[src/rtl/mmio_arb_pkg.sv]
// Shared types for the two-master MMIO arbiter: FSM states, request/response payloads.
package mmio_arb_pkg;

   localparam int unsigned ADDR_W = 64;
   localparam int unsigned DATA_W = 64;
   localparam int unsigned MASK_W = DATA_W / 8;

   typedef enum logic [1:0] {
      IDLE  = 2'd0,
      ISSUE = 2'd1,
      RESP  = 2'd2
   } state_e;

   typedef struct packed {
      logic [ADDR_W-1:0] addr;
      logic [DATA_W-1:0] wdata;
      logic              wen;
      logic              ren;
      logic [MASK_W-1:0] mask;
   } mmio_req_t;

   typedef struct packed {
      logic [DATA_W-1:0] rdata;
      logic              err;
   } mmio_rsp_t;

   // A request is legal only when exactly one of read/write is asked for.
   function automatic logic op_legal(input mmio_req_t r);
      return r.wen ^ r.ren;
   endfunction

endpackage

[src/rtl/mmio_arbiter_rr.sv]
// Two-way round-robin grant with a priority pointer register.
//   req_i[1:0]     : request vector
//   update_i       : pointer advances to the loser of the current grant
//   gnt_valid_c_o  : some request is present (combinational)
//   gnt_id_c_o     : winning index (combinational)
module rr_arbiter2 (
   input  logic       clk,
   input  logic       rstn,
   input  logic [1:0] req_i,
   input  logic       update_i,
   output logic       gnt_valid_c_o,
   output logic       gnt_id_c_o
);

   logic ptr_q;
   logic ptr_d;

   // Contention resolved by the pointer; a lone requester wins outright.
   always_comb begin
      gnt_valid_c_o = |req_i;
      gnt_id_c_o    = (req_i == 2'b11) ? ptr_q : req_i[1];
      ptr_d         = ptr_q;
      if (update_i && gnt_valid_c_o) begin
         ptr_d = ~gnt_id_c_o;
      end
   end

   always_ff @(posedge clk) begin
      if (!rstn) begin
         ptr_q <= 1'b0;
      end else begin
         ptr_q <= ptr_d;
      end
   end

endmodule

[src/rtl/mmio_arbiter.sv]
// Shares one MMIO slave port between two masters: round-robin grant, payload
// latch, slave strobes only in ISSUE, timeout for a silent slave, one-cycle ack.
//   clk, rstn (sync, active-low)
//   m0_* / m1_*  : master request ports (req/addr/wdata/wen/ren/mask in,
//                  ack/rdata/err out)
//   s_*          : slave port (address/indata/wen/ren/mask out, outdata/valid in)
module mmio_arbiter
   import mmio_arb_pkg::*;
#(
   parameter int unsigned TIMEOUT = 16
) (
   input  logic              clk,
   input  logic              rstn,
   input  logic              m0_req_i,
   input  logic [ADDR_W-1:0] m0_addr_i,
   input  logic [DATA_W-1:0] m0_wdata_i,
   input  logic              m0_wen_i,
   input  logic              m0_ren_i,
   input  logic [MASK_W-1:0] m0_mask_i,
   output logic              m0_ack_o,
   output logic [DATA_W-1:0] m0_rdata_o,
   output logic              m0_err_o,
   input  logic              m1_req_i,
   input  logic [ADDR_W-1:0] m1_addr_i,
   input  logic [DATA_W-1:0] m1_wdata_i,
   input  logic              m1_wen_i,
   input  logic              m1_ren_i,
   input  logic [MASK_W-1:0] m1_mask_i,
   output logic              m1_ack_o,
   output logic [DATA_W-1:0] m1_rdata_o,
   output logic              m1_err_o,
   output logic [ADDR_W-1:0] s_address_o,
   output logic [DATA_W-1:0] s_indata_o,
   output logic              s_wen_o,
   output logic              s_ren_o,
   output logic [MASK_W-1:0] s_mask_o,
   input  logic [DATA_W-1:0] s_outdata_i,
   input  logic              s_valid_i
);

   localparam int unsigned CNT_W = (TIMEOUT > 2) ? $clog2(TIMEOUT) : 1;
   localparam logic [CNT_W-1:0] CNT_LAST = CNT_W'(TIMEOUT - 1);

   state_e            state_q, state_d;
   mmio_req_t         req_q, req_d;
   logic              id_q, id_d;
   logic [CNT_W-1:0]  cnt_q, cnt_d;
   logic [ADDR_W-1:0] s_addr_q, s_addr_d;
   logic [DATA_W-1:0] s_wdata_q, s_wdata_d;
   logic              s_wen_q, s_wen_d, s_ren_q, s_ren_d;
   logic [MASK_W-1:0] s_mask_q, s_mask_d;
   logic [1:0]        ack_q, ack_d, err_q, err_d;
   logic [DATA_W-1:0] rdata_q [2];
   logic [DATA_W-1:0] rdata_d [2];
   mmio_rsp_t         rsp_c;
   mmio_req_t         m_req_c [2];
   logic              gnt_valid_c, gnt_id_c, upd_c;

   assign m_req_c[0] = '{addr: m0_addr_i, wdata: m0_wdata_i, wen: m0_wen_i,
                         ren: m0_ren_i, mask: m0_mask_i};
   assign m_req_c[1] = '{addr: m1_addr_i, wdata: m1_wdata_i, wen: m1_wen_i,
                         ren: m1_ren_i, mask: m1_mask_i};
   assign upd_c      = (state_q == IDLE);

   rr_arbiter2 u_rr (
      .clk           (clk),
      .rstn          (rstn),
      .req_i         ({m1_req_i, m0_req_i}),
      .update_i      (upd_c),
      .gnt_valid_c_o (gnt_valid_c),
      .gnt_id_c_o    (gnt_id_c)
   );

   // State register.
   always_ff @(posedge clk) begin
      if (!rstn) begin
         state_q <= IDLE;
      end else begin
         state_q <= state_d;
      end
   end

   // Next-state: illegal ops skip the slave; ISSUE exits on valid or timeout.
   always_comb begin
      state_d = state_q;
      unique case (state_q)
         IDLE:  if (gnt_valid_c) state_d = op_legal(m_req_c[gnt_id_c]) ? ISSUE : RESP;
         ISSUE: if (s_valid_i || (cnt_q == CNT_LAST)) state_d = RESP;
         RESP:  state_d = IDLE;
         default: state_d = IDLE;
      endcase
   end

   // Outputs: payload latch, counter, slave drive and response capture.
   always_comb begin
      req_d     = req_q;
      id_d      = id_q;
      cnt_d     = cnt_q;
      rsp_c     = '{rdata: '0, err: 1'b1};
      s_addr_d  = '0;
      s_wdata_d = '0;
      s_wen_d   = 1'b0;
      s_ren_d   = 1'b0;
      s_mask_d  = '0;
      ack_d     = '0;
      err_d     = '0;
      rdata_d   = '{default: '0};
      unique case (state_q)
         IDLE: begin
            if (gnt_valid_c) begin
               req_d = m_req_c[gnt_id_c];
               id_d  = gnt_id_c;
               cnt_d = '0;
            end
         end
         ISSUE: begin
            cnt_d = cnt_q + CNT_W'(1);
            if (s_valid_i) begin
               rsp_c.err   = 1'b0;
               rsp_c.rdata = req_q.ren ? s_outdata_i : '0;
            end
         end
         default: ;
      endcase
      // Strobes are high for exactly the cycles spent in ISSUE.
      if (state_d == ISSUE) begin
         s_addr_d  = req_d.addr;
         s_wdata_d = req_d.wdata;
         s_wen_d   = req_d.wen;
         s_ren_d   = req_d.ren;
         s_mask_d  = req_d.mask;
      end
      if ((state_d == RESP) && (state_q != RESP)) begin
         ack_d[id_d]   = 1'b1;
         err_d[id_d]   = rsp_c.err;
         rdata_d[id_d] = rsp_c.rdata;
      end
   end

   always_ff @(posedge clk) begin
      if (!rstn) begin
         req_q     <= '0;
         id_q      <= 1'b0;
         cnt_q     <= '0;
         s_addr_q  <= '0;
         s_wdata_q <= '0;
         s_wen_q   <= 1'b0;
         s_ren_q   <= 1'b0;
         s_mask_q  <= '0;
         ack_q     <= '0;
         err_q     <= '0;
         rdata_q   <= '{default: '0};
      end else begin
         req_q     <= req_d;
         id_q      <= id_d;
         cnt_q     <= cnt_d;
         s_addr_q  <= s_addr_d;
         s_wdata_q <= s_wdata_d;
         s_wen_q   <= s_wen_d;
         s_ren_q   <= s_ren_d;
         s_mask_q  <= s_mask_d;
         ack_q     <= ack_d;
         err_q     <= err_d;
         rdata_q   <= rdata_d;
      end
   end

   assign m0_ack_o    = ack_q[0];
   assign m1_ack_o    = ack_q[1];
   assign m0_err_o    = err_q[0];
   assign m1_err_o    = err_q[1];
   assign m0_rdata_o  = rdata_q[0];
   assign m1_rdata_o  = rdata_q[1];
   assign s_address_o = s_addr_q;
   assign s_indata_o  = s_wdata_q;
   assign s_wen_o     = s_wen_q;
   assign s_ren_o     = s_ren_q;
   assign s_mask_o    = s_mask_q;

endmodule

[config.mk]
export PLATFORM = sky130hd
export DESIGN_NAME = mmio_arbiter
export DESIGN_NICKNAME = d
export VERILOG_FILES = /design/src/rtl/mmio_arb_pkg.sv /design/src/rtl/mmio_arbiter_rr.sv /design/src/rtl/mmio_arbiter.sv
export SDC_FILE = /design/constraint.sdc
export NUM_CORES = 1
export LEC_CHECK = 0
export CORE_AREA = 5 5 237 239
export CTS_CLUSTER_SIZE = 30
export DETAILED_ROUTE_END_ITERATION = 6
export DIE_AREA = 0 0 242 244
export HOLD_SLACK_MARGIN = 0.02
export SYNTH_ARGS = -nofsm -noshare
export SYNTH_HDL_FRONTEND = slang
export SYNTH_SLANG_ARGS = --single-unit
[constraint.sdc]
create_clock -name clk -period 4.47 [get_ports clk]
set_input_delay 0.447 -clock clk [delete_from_list [all_inputs] [get_ports clk]]
set_output_delay 0.447 -clock clk [all_outputs]
set_load 0.02 [all_outputs]
==> impl_metrics.env, run 1 <==
export IMPL_avgSynthCellArea_sq_um=9.71
export IMPL_outcome="completed"
export IMPL_min_path_type="in -> reg"
export IMPL_numCtsBuffers=45
export IMPL_clk_latency_ps=560
export IMPL_vdd_drop_max_mv=0.221
export IMPL_drt_iter0_drc=624
export IMPL_gr_total_overflow=0
export IMPL_grt_usage_pct=16.2
export IMPL_drt_first_pass_iters=5
export IMPL_synth_cell_type_count=35
export IMPL_stdcell_area_sq_um=22600
export IMPL_clockRootBuffer="clkbuf_16"
export IMPL_drv_slew=0
export IMPL_r2r_cells=5
export IMPL_syn_inst=1473
export IMPL_wl_met1_um=20200
export IMPL_die_height_um=244
export IMPL_tritoncts="yes"
export IMPL_clkTransAtPathRegs_ps=60
export IMPL_die_w_um=242
export IMPL_grt_pass1_wl_um=76400
export IMPL_post_route_period_util_pct=55.0
export IMPL_wl_met3_um=3560
export IMPL_fmax_mhz=407
export IMPL_end_kind="flop"
export IMPL_core_area_sq_um=53600
export IMPL_hpwl_um=36800
export IMPL_dp_cells=2689
export IMPL_whs_ps=437
export IMPL_drv_cap=0
export IMPL_relSlewSlack_pct=24.9
export IMPL_via_count=12630
export IMPL_tightestPinTransition_ps=1120
export IMPL_cp_max_fo=41
export IMPL_antenna_found_initial=2
export IMPL_cts_hold_buf=0
export IMPL_dr_wl_met2_um=25000
export IMPL_nets=2386
export IMPL_clk_path_buf_depth=3
export IMPL_layout_cells_non_filler=2769
export IMPL_fin_skew_ps=18.8
export IMPL_routabilityCongestion=0.855
export IMPL_wl_per_cell_um=18.3
export IMPL_wl_um=50600
export IMPL_start_kind="flop"
export IMPL_fin_crit_ps=2460
export IMPL_mostFrequentLayoutCells="clkdlybuf4s50_1 (614), dfxtp_1 (416), nand2_1 (208), nor2_1 (146), a211oi_1 (140)"
export IMPL_syn_area_sq_um=14300
export IMPL_placed_area_sq_um=21100
export IMPL_min_path_cells=3
export IMPL_io_pins=615
export IMPL_p_per_area_nw_per_um2=423
export IMPL_design_die_area_sq_um=59000
export IMPL_topRoutingLayerUsed="met4"
export IMPL_final_common_cell="clkdlybuf4s50_1"
export IMPL_hold_viol_final=0
export IMPL_yosysSeqAreaShare_pct=58.2
export IMPL_cts_htree_levels=2
export IMPL_setup_tns_ps=0
export IMPL_grt_max_degree=171
export IMPL_area_growth_pct=57.9
export IMPL_p_leak_nw=8.62
export IMPL_finalSetupViolCount=0
export IMPL_ys_ff_latch=416
export IMPL_ant_nets=0
export IMPL_grt_pass1_vias=12788
export IMPL_syn_num_nets=1819
export IMPL_numClockSinks=416
export IMPL_arrival_ps=2910
export IMPL_critPathKind="reg -> reg"
export IMPL_io_buffer_count=614
export IMPL_ctsResizeCount=0
export IMPL_rows=85
export IMPL_rsz0062_at_grt="false"
export IMPL_critPathRequiredTime_ps=4920
export IMPL_avgViaCountPerCell=4.56
export IMPL_drive_above_1_share_pct=5.50
export IMPL_drc=0
export IMPL_yosys_warnings=0
export IMPL_initial_core_util_pct=26.7
export IMPL_post_cts_buffers=0
[kinds of logic after synthesis]
kind of cell / count (synthesis) / share of synthesized area (%)
compound gates: 289 / 12.9
xor+xnor: 4 / 0.245
fa+ha+maj: 1 / 0.0875
buf+inv: 129 / 4.53
flops: 416 / 58.2
mux: 138 / 9.66
simple gates: 496 / 14.4
[routing by layer]
layer	global-route usage, %	up-vias
met2	27.6	446
met4	5.92	0
met3	4.67	97
met5	0	-
met1	19.4	5859
li1	-	6228
[report_power, final]
part / internal, mW / total (mW) / switching, mW
Clock: 2.29 / 3.78 / 1.49
Combinational: 0.744 / 1.64 / 0.898
Sequential: 4.01 / 4.14 / 0.128
Total: 7.04 / 9.56 / 2.51
[cell usage after synthesis]
master     number  area (sq um)
nor2b_1         2          12.5
nor3_1        128           641
nand2_1       209           785
xor2_1          3          26.3
nor3_2          1          10.0
buf_4          17           128
clkbuf_1       40           150
o21ai_0        30           150
a2bb2oi_1       1          8.76
a22oi_1         1          7.51
mux2i_1       138          1380
xnor2_1         1          8.76
a211oi_1      140          1050
a211o_1         1          8.76
a41oi_4         1          27.5
a31oi_1         1          6.26
nand4_1         1          6.26
nor2_1        146           548
buf_2          56           280
buf_6           4          45.0
o21ai_1       109           546
a21o_1          1          7.51
and2_1          1          6.26
a21oi_1         2          10.0
dfxtp_1       416          8330
ha_1            1          12.5
inv_1           1          3.75
o21a_1          1          7.51
and3_1          2          12.5
nand3_1         3          15.0
nand2b_1        2          12.5
inv_2           1          3.75
o2bb2ai_1       1          8.76
buf_1          10          37.5
nor2_2          1          6.26
[area by class of cell]
type | count | area [sq um]
flip-flops and latches | 416 | 8330
well taps | 696 | 871
diodes | 2 | 5.00
inverters | 2 | 10.0
repair buffers | 647 | 6470
clock inverters | 11 | 141
fillers | 5227 | 31000
clock buffers | 67 | 1370
multi-input cells | 928 | 5390
[path summary, 6_finish.rpt]
kind                endpoint            start  slack [ps]
min reg2reg  s_address_o[43]       req_q[117]         440
min           m0_rdata_o[24]  s_outdata_i[24]         440
max           m0_rdata_o[39]       state_q[0]        2010
max reg2reg   m0_rdata_o[39]       state_q[0]        2010
[critical path, cell delays in order, from the launching register on]
cell	delay, ps
dfxtp_1	380
nor2b_1	470
and3_2	840
buf_4	270
nand2_1	80
nor3_1	260
[state kept, by name, summed over array words and instances, names as in the netlist]
register	count
req_q	138
m0_rdata_o	64
m1_rdata_o	64
s_address_o	64
s_indata_o	64
s_mask_o	8
cnt_q	4
ack_q	2
err_q	2
state_q	2
id_q	1
s_ren_o	1
s_wen_o	1
u_rr.ptr_q	1
[through the flow]
stage	utilization (%)	worst slack, ps	power (mW)
floorplan	-	2820	5.10
global route	42.1	1770	10.0
CTS	42.1	2070	9.69
detailed placement	39.3	1520	5.87
global placement	39.3	1560	5.83
finish	42.1	2010	9.56
Note: power is estimated with default switching activity, not from simulation.
==> run 2: changes to the inputs <==
- CORE_AREA: 5 5 237 239 -> 5 5 233 235
- DIE_AREA: 0 0 242 244 -> 0 0 238 240
- clock period: 4.47 -> 2.5 ns (I/O delays scaled with it)
==> run 2 against run 1 <==
Net effect: core utilization up 1.6 points; clock skew down 4.1 ps; combinational power up 87%; global-route usage up 0.28 points; routed wire length down 0.54%; total power up 76%; via count down 0.61%; cell count up 0.22%; fmax up 28%; sequential power up 79%; sequential share of layout area down 0.27 points; first-iteration DRC count up 0.32%; critical path type unchanged; critical endpoint is now s_address_o[39]; largest cell class unchanged.
==> impl_metrics.env, run 2 (synthesis results as in run 1) <==
export IMPL_final_common_cell="clkdlybuf4s50_1"
export IMPL_antenna_found_initial=2
export IMPL_largest_register="req_q"
export IMPL_routabilityCongestion=0.858
export IMPL_fin_crit_ps=1920
export IMPL_avgViaCountPerCell=4.52
export IMPL_largest_reg_flops=138
export IMPL_io_pins=615
export IMPL_relSlewSlack_pct=56.5
export IMPL_wl_per_cell_um=18.1
export IMPL_post_cts_buffers=0
export IMPL_initial_core_util_pct=27.5
export IMPL_stdcell_area_sq_um=22800
export IMPL_start_kind="flop"
export IMPL_cts_hold_buf=0
export IMPL_numClockSinks=416
export IMPL_p_per_area_nw_per_um2=738
export IMPL_vdd_drop_max_mv=0.425
export IMPL_drv_slew=0
export IMPL_nets=2405
export IMPL_drv_cap=0
export IMPL_fmax_mhz=520
export IMPL_rows=84
export IMPL_hold_viol_final=0
export IMPL_ant_nets=0
export IMPL_end_kind="flop"
export IMPL_r2r_cells=6
export IMPL_min_path_type="in -> reg"
export IMPL_numCtsBuffers=44
export IMPL_r2r_start="cnt_q[0]"
export IMPL_core_area_sq_um=52000
export IMPL_clockRootBuffer="clkbuf_16"
export IMPL_via_count=12553
export IMPL_fin_skew_ps=14.7
export IMPL_tightestPinTransition_ps=652
export IMPL_cts_htree_levels=2
export IMPL_grt_use_met3_pct=4.23
export IMPL_reg2reg_slack_ps=580
export IMPL_drt_first_pass_iters=5
export IMPL_cp_max_fo=53
export IMPL_wl_um=50300
export IMPL_grt_pass1_wl_um=74400
export IMPL_grtUsageMet2_pct=29.0
export IMPL_tritoncts="yes"
export IMPL_clk_path_buf_depth=3
export IMPL_rsz0062_at_grt="false"
export IMPL_die_w_um=238
export IMPL_crit_start="cnt_q[0]"
export IMPL_grt_usage_pct=16.4
export IMPL_io_buffer_count=614
export IMPL_hpwl_um=37800
export IMPL_grtUsageMet1_pct=19.8
export IMPL_critPathRequiredTime_ps=2970
export IMPL_drive_above_1_share_pct=6.09
export IMPL_outcome="completed"
export IMPL_arrival_ps=2390
export IMPL_gr_total_overflow=0
export IMPL_r2r_end="s_address_o[39]"
export IMPL_p_leak_nw=8.71
export IMPL_placed_area_sq_um=21400
export IMPL_design_die_area_sq_um=57100
export IMPL_clkTransAtPathRegs_ps=60
export IMPL_grt_pass1_vias=12743
export IMPL_setup_tns_ps=0
export IMPL_clk_latency_ps=550
export IMPL_post_route_period_util_pct=76.9
export IMPL_whs_ps=262
export IMPL_die_height_um=240
export IMPL_finalSetupViolCount=0
export IMPL_busiest_layer="met2"
export IMPL_drc=0
export IMPL_ctsResizeCount=0
export IMPL_num_fill_cells=4992
export IMPL_endpoint="s_address_o[39]"
export IMPL_mostFrequentLayoutCells="clkdlybuf4s50_1 (614), dfxtp_1 (416), nand2_1 (208), nor2_1 (146), a211oi_1 (140)"
export IMPL_drt_iter0_drc=626
export IMPL_area_growth_pct=59.1
export IMPL_grt_max_degree=119
export IMPL_critPathKind="reg -> reg"
-- run 2: through the flow --
stage / total power [mW] / utilization [%] / instances / worst slack (ps)
floorplan: 9.11 / - / 1473 / 854
global placement: 10.6 / 41.1 / 2701 / 167
detailed placement: 10.6 / 41.1 / 2701 / 144
CTS: 17.0 / 43.7 / 2774 / 533
global route: 17.5 / 43.7 / 2774 / 445
finish: 16.8 / 43.7 / 2775 / 577
-- run 2: worst min path at each step --
stage                           endpoint  cells past startpoint             from
final                     m0_rdata_o[53]                      3  s_outdata_i[53]
after global routing      m0_rdata_o[52]                      3  s_outdata_i[52]
after CTS                 m1_rdata_o[52]                      3  s_outdata_i[52]
after detailed placement  s_indata_o[17]                      2        req_q[27]
after global placement     s_indata_o[6]                      2        req_q[16]
after floorplan                 err_q[0]                      1        s_valid_i
-- run 2: critical path, cell delays in order, from the launching register on --
cell	delay, ps
dfxtp_1	330
ha_1	220
a31oi_1	330
and3_4	420
buf_12	300
nand2_1	110
o21ai_1	100
-- run 2: routing by layer --
metal	vias up	wire length [um]
li1	6276	-
met1	5839	20100
met2	378	25500
met3	60	3530
met4	0	1130
met5	-	0
-- run 2: where the power goes --
part | internal [mW] | leakage (nW) | switching [mW]
clock network | 3.74 | 0.688 | 2.58
logic | 1.44 | 4.62 | 1.62
registers | 7.17 | 3.40 | 0.234
total | 12.4 | 8.71 | 4.43
-- run 2: final cells by class --
type	instances	area [sq um]	share of cell area, %
flip-flops and latches	416	8330	36.6
repair buffers	667	6770	29.8
multi-input cells	928	5390	23.7
clock buffers	67	1330	5.84
well taps	688	861	3.78
clock inverters	6	62.6	0.275
inverters	2	10.0	0.0440
diodes	1	2.50	0.0110
